===== src/rtl/counter_nbit_modes_if.sv =====
// Control/data bundle for counter_nbit_modes: the master drives mode, enable and load data.
// The slave (the counter) returns the registered count and its event pulses.
interface counter_nbit_modes_if #(
   parameter int WIDTH = 8
);
   logic             enable;
   logic             cin;
   logic [1:0]       mode;
   logic [WIDTH-1:0] D;
   logic [WIDTH-1:0] Q;
   logic             rco;
   logic             load;

   modport master (
      output enable, cin, mode, D,
      input  Q, rco, load
   );

   modport slave (
      input  enable, cin, mode, D,
      output Q, rco, load
   );
endinterface


===== src/rtl/counter_nbit_modes.sv =====
// WIDTH-bit up/down/step counter with parallel load, wrap or saturate on overflow,
// registered ripple-carry-out pulse and a cascade carry-in that gates the count modes.
module counter_nbit_modes #(
   parameter int          WIDTH    = 8,
   parameter int unsigned STEP     = 3,
   parameter bit          SATURATE = 1'b0
) (
   input  logic                  clk,
   input  logic                  reset,
   counter_nbit_modes_if.slave   bus
);
   localparam logic [1:0]       MODE_UP   = 2'b00;
   localparam logic [1:0]       MODE_DOWN = 2'b01;
   localparam logic [1:0]       MODE_STEP = 2'b10;
   localparam logic [1:0]       MODE_LOAD = 2'b11;
   localparam logic [WIDTH:0]   ONE_EXT   = (WIDTH+1)'(1);
   localparam logic [WIDTH:0]   STEP_EXT  = (WIDTH+1)'(STEP);
   localparam logic [WIDTH-1:0] Q_MAX     = {WIDTH{1'b1}};

   logic [WIDTH-1:0] q_q, q_d;
   logic             rco_q, rco_d;
   logic             load_q, load_d;
   logic [WIDTH:0]   sum;

   // Extra top bit of sum is the carry (up/step) or borrow (down) out.
   always_comb begin
      sum = {1'b0, q_q} + ONE_EXT;
      case (bus.mode)
         MODE_DOWN: sum = {1'b0, q_q} - ONE_EXT;
         MODE_STEP: sum = {1'b0, q_q} + STEP_EXT;
         default:   sum = {1'b0, q_q} + ONE_EXT;
      endcase
   end

   always_comb begin
      q_d    = q_q;
      rco_d  = 1'b0;
      load_d = 1'b0;
      if (bus.enable) begin
         if (bus.mode == MODE_LOAD) begin
            q_d    = bus.D;
            load_d = 1'b1;
         end else if (bus.cin) begin
            rco_d = sum[WIDTH];
            if (SATURATE && sum[WIDTH]) begin
               q_d = (bus.mode == MODE_DOWN) ? '0 : Q_MAX;
            end else begin
               q_d = sum[WIDTH-1:0];
            end
         end
      end
   end

   always_ff @(posedge clk) begin
      if (reset) begin
         q_q    <= '0;
         rco_q  <= 1'b0;
         load_q <= 1'b0;
      end else begin
         q_q    <= q_d;
         rco_q  <= rco_d;
         load_q <= load_d;
      end
   end

   assign bus.Q    = q_q;
   assign bus.rco  = rco_q;
   assign bus.load = load_q;

   // MODE_UP is the default arm above; referenced here so every encoding is named.
   logic unused_mode_up;
   assign unused_mode_up = (bus.mode == MODE_UP);
endmodule


===== src/flat_wrapper.sv =====
// flat-port wrapper written by rule: the top's interface ports become plain ports
module counter_nbit_modes_flat 
#(
   parameter int          WIDTH    = 8,
   parameter int unsigned STEP     = 3,
   parameter bit          SATURATE = 1'b0
)
  (clk, reset, bus_enable, bus_cin, bus_mode, bus_D, bus_Q, bus_rco, bus_load);
  counter_nbit_modes_if #(.WIDTH(WIDTH)) bus_i ();
  input  logic clk;
  input  logic reset;
  input wire logic [$bits(bus_i.enable)-1:0] bus_enable;
  input wire logic [$bits(bus_i.cin)-1:0] bus_cin;
  input wire logic [$bits(bus_i.mode)-1:0] bus_mode;
  input wire logic [$bits(bus_i.D)-1:0] bus_D;
  output wire logic [$bits(bus_i.Q)-1:0] bus_Q;
  output wire logic [$bits(bus_i.rco)-1:0] bus_rco;
  output wire logic [$bits(bus_i.load)-1:0] bus_load;
  assign bus_i.enable = bus_enable;
  assign bus_i.cin = bus_cin;
  assign bus_i.mode = bus_mode;
  assign bus_i.D = bus_D;
  assign bus_Q = bus_i.Q;
  assign bus_rco = bus_i.rco;
  assign bus_load = bus_i.load;
  counter_nbit_modes #(.WIDTH(WIDTH), .STEP(STEP), .SATURATE(SATURATE)) u_core (.clk(clk), .reset(reset), .bus(bus_i));
endmodule

===== config.mk =====
export PLATFORM = sky130hd
export DESIGN_NAME = counter_nbit_modes_flat
export DESIGN_NICKNAME = d
export VERILOG_FILES = /design/src/rtl/counter_nbit_modes_if.sv /design/src/rtl/counter_nbit_modes.sv /design/src/flat_wrapper.sv
export SDC_FILE = /design/constraint.sdc
export NUM_CORES = 1
export LEC_CHECK = 0
export ABC_AREA = 1
export BUFFER_PORTS_ARGS = -buffer_cell sky130_fd_sc_hd__buf_4
export CAP_MARGIN = 20
export CORE_MARGIN = 2
export CORE_UTILIZATION = 47
export DETAILED_ROUTE_END_ITERATION = 10
export PLACE_DENSITY = 0.75
export SLEW_MARGIN = 20
export SYNTH_ARGS = -nofsm -noshare
export SYNTH_HDL_FRONTEND = slang
export SYNTH_SLANG_ARGS = --single-unit

===== constraint.sdc =====
create_clock -name clk -period 1.5 [get_ports clk]
set_input_delay 0.15 -clock clk [delete_from_list [all_inputs] [get_ports clk]]
set_output_delay 0.15 -clock clk [all_outputs]
set_load 0.02 [all_outputs]

# After elaboration in Yosys (flattened, before gate mapping)
# Cells that the tools add are included.
[word_totals] out_inout_bits=10 reg_bits=10
[op_classes] mux=4 reduce_logical=4 addsub=3 eq_ne=3 n_bitwise=2
[ops] operator="case mux 9 bit (2 select lines)" n=1
[ops] operator="two-way mux 8 bit" n=2
[ops] operator="adder 8 x 1 -> 9 bit, second input constant" n=1
[ops] operator="adder 8 x 2 -> 9 bit, second input constant" n=1
[ops] operator="subtractor 8 x 1 -> 9 bit, second input constant" n=1
[ops] operator="equality test 2 bit, second input constant" n=2
[ops] operator="OR reduction 4 bit" n=1
[ops] operator="equality test 2 x 1 -> 1 bit, second input constant" n=1
[ops] operator="NOT 1 bit" n=2
[ops] operator="AND reduction 2 bit" n=1
[ops] operator="nonzero test 2 bit" n=1
[ops] operator="OR reduction 2 bit" n=1
[ops] operator="two-way mux 1 bit" n=1

# Depth between registers and ports, before layout
# Gate-level depths: netlist (run 1).
[logic_depth] depth_word=4 depth_mapped=14 mapped_depth_nobuf=14

# Worst setup path after synthesis (run 1)
# Ideal clock, no wire load.
[synth_timing] path_type="register to register" start="register u_core.q_q[0], in the netlist u_core.bus.Q[0]" end="register u_core.rco_q, in the netlist u_core.bus.rco" synth_period_minus_slack_ns=1.608 setup_slack_ns=-0.108 t_arrival_ns=1.492 path_stages_with_launch=9 setup_time_ns=0.116 cell_sequence="dfxtp_1 -> inv_1 -> fa_1 -> inv_1 -> nand3_2 -> nand2_2 -> nand3_2 -> nor2_1 -> nor3b_2"
[synth_via] elab_chain_cells=2 word_cells_on_any_way=4 classes_between="3 x add/sub; 1 x mux"
[synth_lines] element="start, declared" line="counter_nbit_modes.sv:20" text="logic [WIDTH-1:0] q_q, q_d;"
[synth_lines] element="start signal, assigned" line="counter_nbit_modes.sv:60" text="q_q <= q_d;"
[synth_lines] element="adder 8 x 1 -> 9 bit, or another cell as far along" line="counter_nbit_modes.sv:31" text="default: sum = {1'b0, q_q} + ONE_EXT;"
[synth_lines] element="case mux 9 bit (2 select lines) *" line="counter_nbit_modes.sv:28" text="case (bus.mode)"
[synth_lines] element="end signal, assigned" line="counter_nbit_modes.sv:61" text="rco_q <= rco_d;"
[synth_lines] element="end, declared" line="counter_nbit_modes.sv:21" text="logic rco_q, rco_d;"
# Mark *: on every way between the ends. The rest lies on a longest branch, timed or not.
# A chain may end at the register's enable or synchronous reset.

# Worst setup path after layout (run 1)
[layout_timing] start="register u_core.q_q[1], in the netlist u_core.bus.Q[1]" end="register u_core.q_q[6], in the netlist u_core.bus.Q[6]"
[layout_via] elab_chain_cells=4 word_cells_on_any_way=6 classes_between="3 x add/sub; 3 x mux"
[layout_lines] element="adder 8 x 1 -> 9 bit, or another cell as far along" line="counter_nbit_modes.sv:31"
[layout_lines] element="case mux 9 bit (2 select lines) *" line="counter_nbit_modes.sv:28"
[layout_lines] element="two-way mux 8 bit *" line="counter_nbit_modes.sv:43" text="end else if (bus.cin) begin"
[layout_lines] element="two-way mux 8 bit *" line="counter_nbit_modes.sv:40" text="if (bus.mode == MODE_LOAD) begin"
# Mark *: on every way between the ends. The rest lies on a longest branch, timed or not. The select of a mux whose other input is x is not followed.

==> results.yml, run 1 <==
die:
  initial_core_util: 0.487
  rows: 16
  core-area_um2: 1900
  fp.dieH_um: 48.4
  fp.dieW_um: 48.4
  dieArea_um2: 2340
  ios: 24
min_path:
  hold_class: "in -> reg"
  min_path_cells: 2
  hold_start: "reset"
setup_path:
  worst_path_max_delay_cell: "fa_2"
  rr_startpoint: "u_core.bus.Q[1]"
  path_depth: 9
  reg2reg_depth: 9
  crit_start: "u_core.bus.Q[1]"
  critical_path.top_delay_family: "adder cells"
  crit_path_cell_trace: "inv_1 -> fa_2 -> inv_2 -> nand3_2 -> nand2_2 -> nand2_1 -> nand3_1 -> nand2_1 -> a21oi_2"
  crit_top_cell: "nand2_1"
  path_max_fanout: 3
  path_buf_inv: 2
  critPathMaxStageDelay_ns: 0.38
  crit_path_end_kind: "flip-flop"
  crit_type: "reg -> reg"
  crit_arrival_ns: 1.64
  critPathRequiredTime_ns: 1.70
  crit_path_start_kind: "flip-flop"
routing:
  post-route-drc-count: 0
  vias_per_cell: 4.90
  dr_total_vias: 1009
  dr.first_iter.drc_count: 37
  dr.pass1.iters: 4
  ant_nets: 0
  post_drt_wl_per_cell_um: 11.4
  finalWirelength_um: 2340
yosys:
  synth_largest_area_cell: "dfxtp_1"
  netlist_instances: 142
  synth.most_common_cell: "nand2_1"
  ys_types: 28
  synth_area_per_cell_um2: 6.53
  async_flop_share: 0
  synth-seq-cells: 10
  netlist.area_leader.share: 0.216
  yosys_most_used_dff: "dfxtp_1"
  synthTopCellsByCount: "nand2_1, inv_1, nor2_1"
  syn_nets: 161
  ys_warn_count: 0
  syn_area_um2: 927
  synth_edf_count: 0
  synth_area_leaders: "dfxtp_1, nand2_1, inv_1"
  ys_seq_area_frac: 0.216
clock_tree:
  path_clk_slew_ns: 0.06
  cts_buffer_depth: 2
  h-tree-depth: 1
  numCtsBuffers: 3
  clock_sinks: 10
  cts_tree: "done"
  clock_latency_ns: 0.26
  cts-root-buf: "clkbuf_4"
global_route:
  antenna_found_initial: 0
  grt_usage: 0.193
  grt_max_degree: 13
  grt_first_pass_wirelength_um: 3710
  grt_pass1_vias: 888
  overflow: 0
timing:
  hold_slack_ns: 0.0881
  hold_violations: 0
  period_minus_slack_ns: 1.44
  skew_ns: 0.00121
  slew_headroom: 0.763
  setup_viol: 0
  rsz0062_at_grt: "true"
  slew_violations: 0
  worst_pin_slew_ns: 0.355
  max_freq_ghz: 0.692
  fin_crit_sh: 0.963
final_layout:
  antenna_cells: 0
  drive_gt1_frac: 0.453
  areaGrowthSynthToFinish_pct: 38.3
  nets: 200
  seq_area_um2: 206
  fillers: 169
  stdcell_count: 206
  multiInputGateArea_um2: 654
status:
  status: "finished, final reports clean"
placement:
  routabilityCongestion: 0.805
  numPlacedInstances: 201
  place_hpwl_um: 1850
  portBuffers: 23
job:
  drv_cap: 0
power_and_ir_drop:
  vdd_drop_max_v: 0.000533
  leakage_nw: 0.648
  power.density_nw_per_um2: 669
  total_power_mw: 0.858
## worst reg2reg max path, cell delays in order (launching register included)
cell and delay (ns):
dfxtp_2 0.34, inv_1 0.06, fa_2 0.38, inv_2 0.10
nand3_2 0.08, nand2_2 0.08, nand2_1 0.05, nand3_1 0.06
nand2_1 0.09, a21oi_2 0.14
## worst paths after layout
path | endpoint | slack (ns)
max | u_core.bus.Q[6] | 0.06
min | u_core.bus.Q[7] | 0.09
max reg2reg | u_core.bus.Q[6] | 0.06
min reg2reg | u_core.bus.Q[5] | 0.52
## through the flow
| step | util | worst slack [ns] | setup TNS, ns | area, um2 |
|---|---|---|---|---|
| 6_report | 0.674 | 0.0559 | 0 | 1280 |
| 5_1_grt | 0.674 | -0.0167 | -0.0367 | 1280 |
| 4_1_cts | 0.648 | 0.0301 | 0 | 1230 |
| 3_5_place_dp | 0.635 | -0.204 | -0.949 | 1210 |
| 3_3_place_gp | 0.635 | -0.162 | -0.711 | 1210 |
| 2_1_floorplan | - | 0.00825 | 0 | 930 |
## flip-flops by register name (all words and copies together) (netlist names)
signal and count:
u_core.bus.load 1, u_core.bus.Q 8, u_core.bus.rco 1
## routing by layer
| layer | part of all wire | track usage |
|---|---|---|
| met5 | 0 | 0 |
| met4 | 0.013 | 0.0571 |
| met3 | 0.047 | 0.00926 |
| met2 | 0.50 | 0.343 |
| met1 | 0.44 | 0.253 |
## final cells by class
class                   instances  area share
clock buffers                   3      0.0176
inverters                      20      0.0595
multi-input cells             108       0.510
flip-flops and latches         10       0.161
well taps                      27      0.0263
repair buffers                 38       0.225
## cells by family after synthesis
kind of cell	Yosys count	share of synthesized area
AOI/OAI and AO/OA	21	0.135
buffers and inverters	24	0.111
and+or+nand+nor	79	0.435
DFF	10	0.216
adders and majority gates	5	0.0756
xor gates and xnor gates	3	0.0283
## cells in the final DEF, fill, tap and decap left out
cell type  count
o21ai_0        4
nand4_1        1
nand3_1       10
nand2_2       10
buf_4         37
buf_6          1
dfxtp_2        5
nand2_4        3
nand3_2        4
a221oi_1       1
nand2_1       32
o21ai_1        3
xor2_1         1
clkbuf_4       3
a31oi_1        1
nor2_1        13
xnor2_1        2
inv_2          5
dfxtp_1        5
fa_2           1
ha_1           2
ha_2           1
ha_4           1
nor3b_2        1
nor2_2         2
a21oi_1        8
inv_1         14
a21oi_2        4
nor2_4         2
or2_1          1
clkinv_2       1
## report_power, final
group          switching, mW  leakage [nW]  total (mW)  internal (mW)
clock network         0.0873        0.0138       0.180         0.0926
logic                  0.201         0.551       0.368          0.167
registers             0.0242        0.0839       0.311          0.286
total                  0.312         0.648       0.858          0.546
## what timing repair did
action / in CTS / in global routing
cloned: 0 / 0
hold buffers: 0 / 0
pin swaps: 0 / 9
buffers inserted: 0 / 2
resized for setup: 1 / 12
endpoints found under the setup margin: 3 / 4
Note: power is estimated with default switching activity, not from simulation.
==> run 2: changes to the inputs <==
- CORE_ASPECT_RATIO: not set -> 2
- CORE_UTILIZATION: 47 -> 35
- CTS_CLUSTER_DIAMETER: not set -> 200
- PLACE_DENSITY: 0.75 -> not set
==> run 2 against run 1 <==
Effect of this change: via count up 2.9%; utilization shrank 15 points; combinational power about the same; sequential share of layout area shrank 0.58 points; critical path type is now in -> reg; critical endpoint is now u_core.bus.Q[7]; largest cell class unchanged; largest power group unchanged; highest routed layer unchanged.
==> results.yml, run 2 (synthesized netlist as in run 1, its figures left out) <==
power_and_ir_drop:
  leakage_nw: 0.657
  total_power_mw: 0.955
  power.density_nw_per_um2: 722
  vdd_drop_max_v: 0.000495
routing:
  finalWirelength_um: 2340
  vias_per_cell: 5.01
  post-route-drc-count: 0
  dr_total_vias: 1038
  dr.first_iter.drc_count: 37
  post_drt_wl_per_cell_um: 11.3
  ant_nets: 0
  dr.pass1.iters: 4
setup_path:
  crit_arrival_ns: 1.58
  critPathRequiredTime_ns: 1.67
  crit_type: "in -> reg"
  crit_path_start_kind: "input port"
  path_max_fanout: 10
  crit_path_end_kind: "flip-flop"
die:
  ios: 24
  dieArea_um2: 3100
  fp.dieH_um: 76.8
  core-area_um2: 2540
  rows: 26
  initial_core_util: 0.365
  fp.dieW_um: 40.4
timing:
  skew_ns: 0.000913
  worst_pin_slew_ns: 0.290
  fin_crit_sh: 0.935
  fin_setup_tns_ns: 0
  max_freq_ghz: 0.713
  rsz0062_at_grt: "false"
  slew_headroom: 0.807
  hold_violations: 0
  setup_slack_ns: 0.0969
  slew_violations: 0
  period_minus_slack_ns: 1.40
  setup_viol: 0
global_route:
  grt_pass1_vias: 1012
  grt_usage: 0.172
  antenna_found_initial: 0
  grt_max_degree: 11
  overflow: 0
  grt_first_pass_wirelength_um: 4010
min_path:
  hold_class: "in -> reg"
final_layout:
  stdcell_count: 207
  mostFrequentLayoutCells: "buf_4, nand2_1, inv_1"
  final_common_cell: "buf_4"
  drive_gt1_frac: 0.441
  antenna_cells: 0
  nets: 200
  largest_reg_flops: 8
  areaGrowthSynthToFinish_pct: 42.6
  final_util: 0.521
placement:
  portBuffers: 23
  routabilityCongestion: 0.780
  numPlacedInstances: 203
  dp_slack_ns: -0.209
  place_hpwl_um: 1940
clock_tree:
  numCtsBuffers: 3
  clock_latency_ns: 0.24
  cts-root-buf: "clkbuf_8"
  h-tree-depth: 1
  path_clk_slew_ns: 0.04
  clock_sinks: 10
  cts_buffer_depth: 2
  cts_tree: "done"
status:
  status: "finished, final reports clean"
job:
  drv_cap: 0
==> run 2: cell types whose count changed in the layout (fill, tap and decap cells not counted) <==
cell,delta
dfxtp_1,+3
buf_6,-1
nor2_2,+1
nor2_1,-1
clkbuf_8,+3
ha_2,-1
dfxtp_4,+1
buf_12,+1
ha_4,+1
clkbuf_4,-3
dfxtp_2,-4
==> run 2: layout make-up <==
| class | instances | area (um2) |
|---|---|---|
| Fill cell | 251 | 1210 |
| Multi-Input combinational cell | 108 | 667 |
| Timing Repair Buffer | 38 | 298 |
| Sequential cell | 10 | 205 |
| Inverter | 20 | 76.3 |
| Clock buffer | 3 | 41.3 |
| Tap cell | 28 | 35.0 |
==> run 2: worst paths after layout <==
| path | startpoint | depth (start not counted) | slack (ns) | endpoint |
|---|---|---|---|---|
| hold reg to reg | u_core.bus.Q[6] | 2 | 0.52 | u_core.bus.Q[6] |
| setup reg to reg | u_core.bus.Q[0] | 8 | 0.1 | u_core.bus.rco |
| hold / removal | reset | 2 | 0.12 | u_core.bus.Q[6] |
| setup / recovery | bus_mode[0] | 13 | 0.1 | u_core.bus.Q[7] |
==> run 2: power by group <==
part	total, mW	leakage [nW]	internal [mW]	switching [mW]
Sequential	0.311	0.0831	0.286	0.0259
Clock	0.277	0.0216	0.175	0.101
Combinational	0.367	0.552	0.170	0.198
Total	0.955	0.657	0.631	0.325
==> run 2: worst max-delay path, stage by stage <==
cell	delay (ns)
buf_4	0.13
buf_4	0.13
ha_1	0.24
buf_12	0.17
nand2_2	0.08
nand2_4	0.07
nor2_2	0.16
nand3_2	0.10
nand2_1	0.06
nand2_1	0.04
nand3_1	0.06
nand2_1	0.06
a21oi_2	0.11
==> run 2: metrics by stage <==
| stage | hold WS [ns] | cell area, um2 |
|---|---|---|
| after floorplan | 0.212 | 930 |
| after global placement | 0.362 | 1230 |
| after detailed placement | 0.360 | 1230 |
| after CTS | 0.114 | 1270 |
| after global routing | 0.124 | 1320 |
| final | 0.116 | 1320 |
==> run 2: layer usage <==
layer / GRT usage / vias up / routed length (um)
li1: - / 526 / -
met1: 0.193 / 488 / 904
met2: 0.298 / 20 / 1330
met3: 0.0145 / 4 / 60
met4: 0.0767 / 0 / 43
met5: 0 / - / 0
==> run 2: timing repair <==
action	4_1_cts	5_1_grt
setup endpoints to repair	1	5
hold buffers	0	0
setup buffers	0	1
pin swaps	0	6
resized for setup	1	10
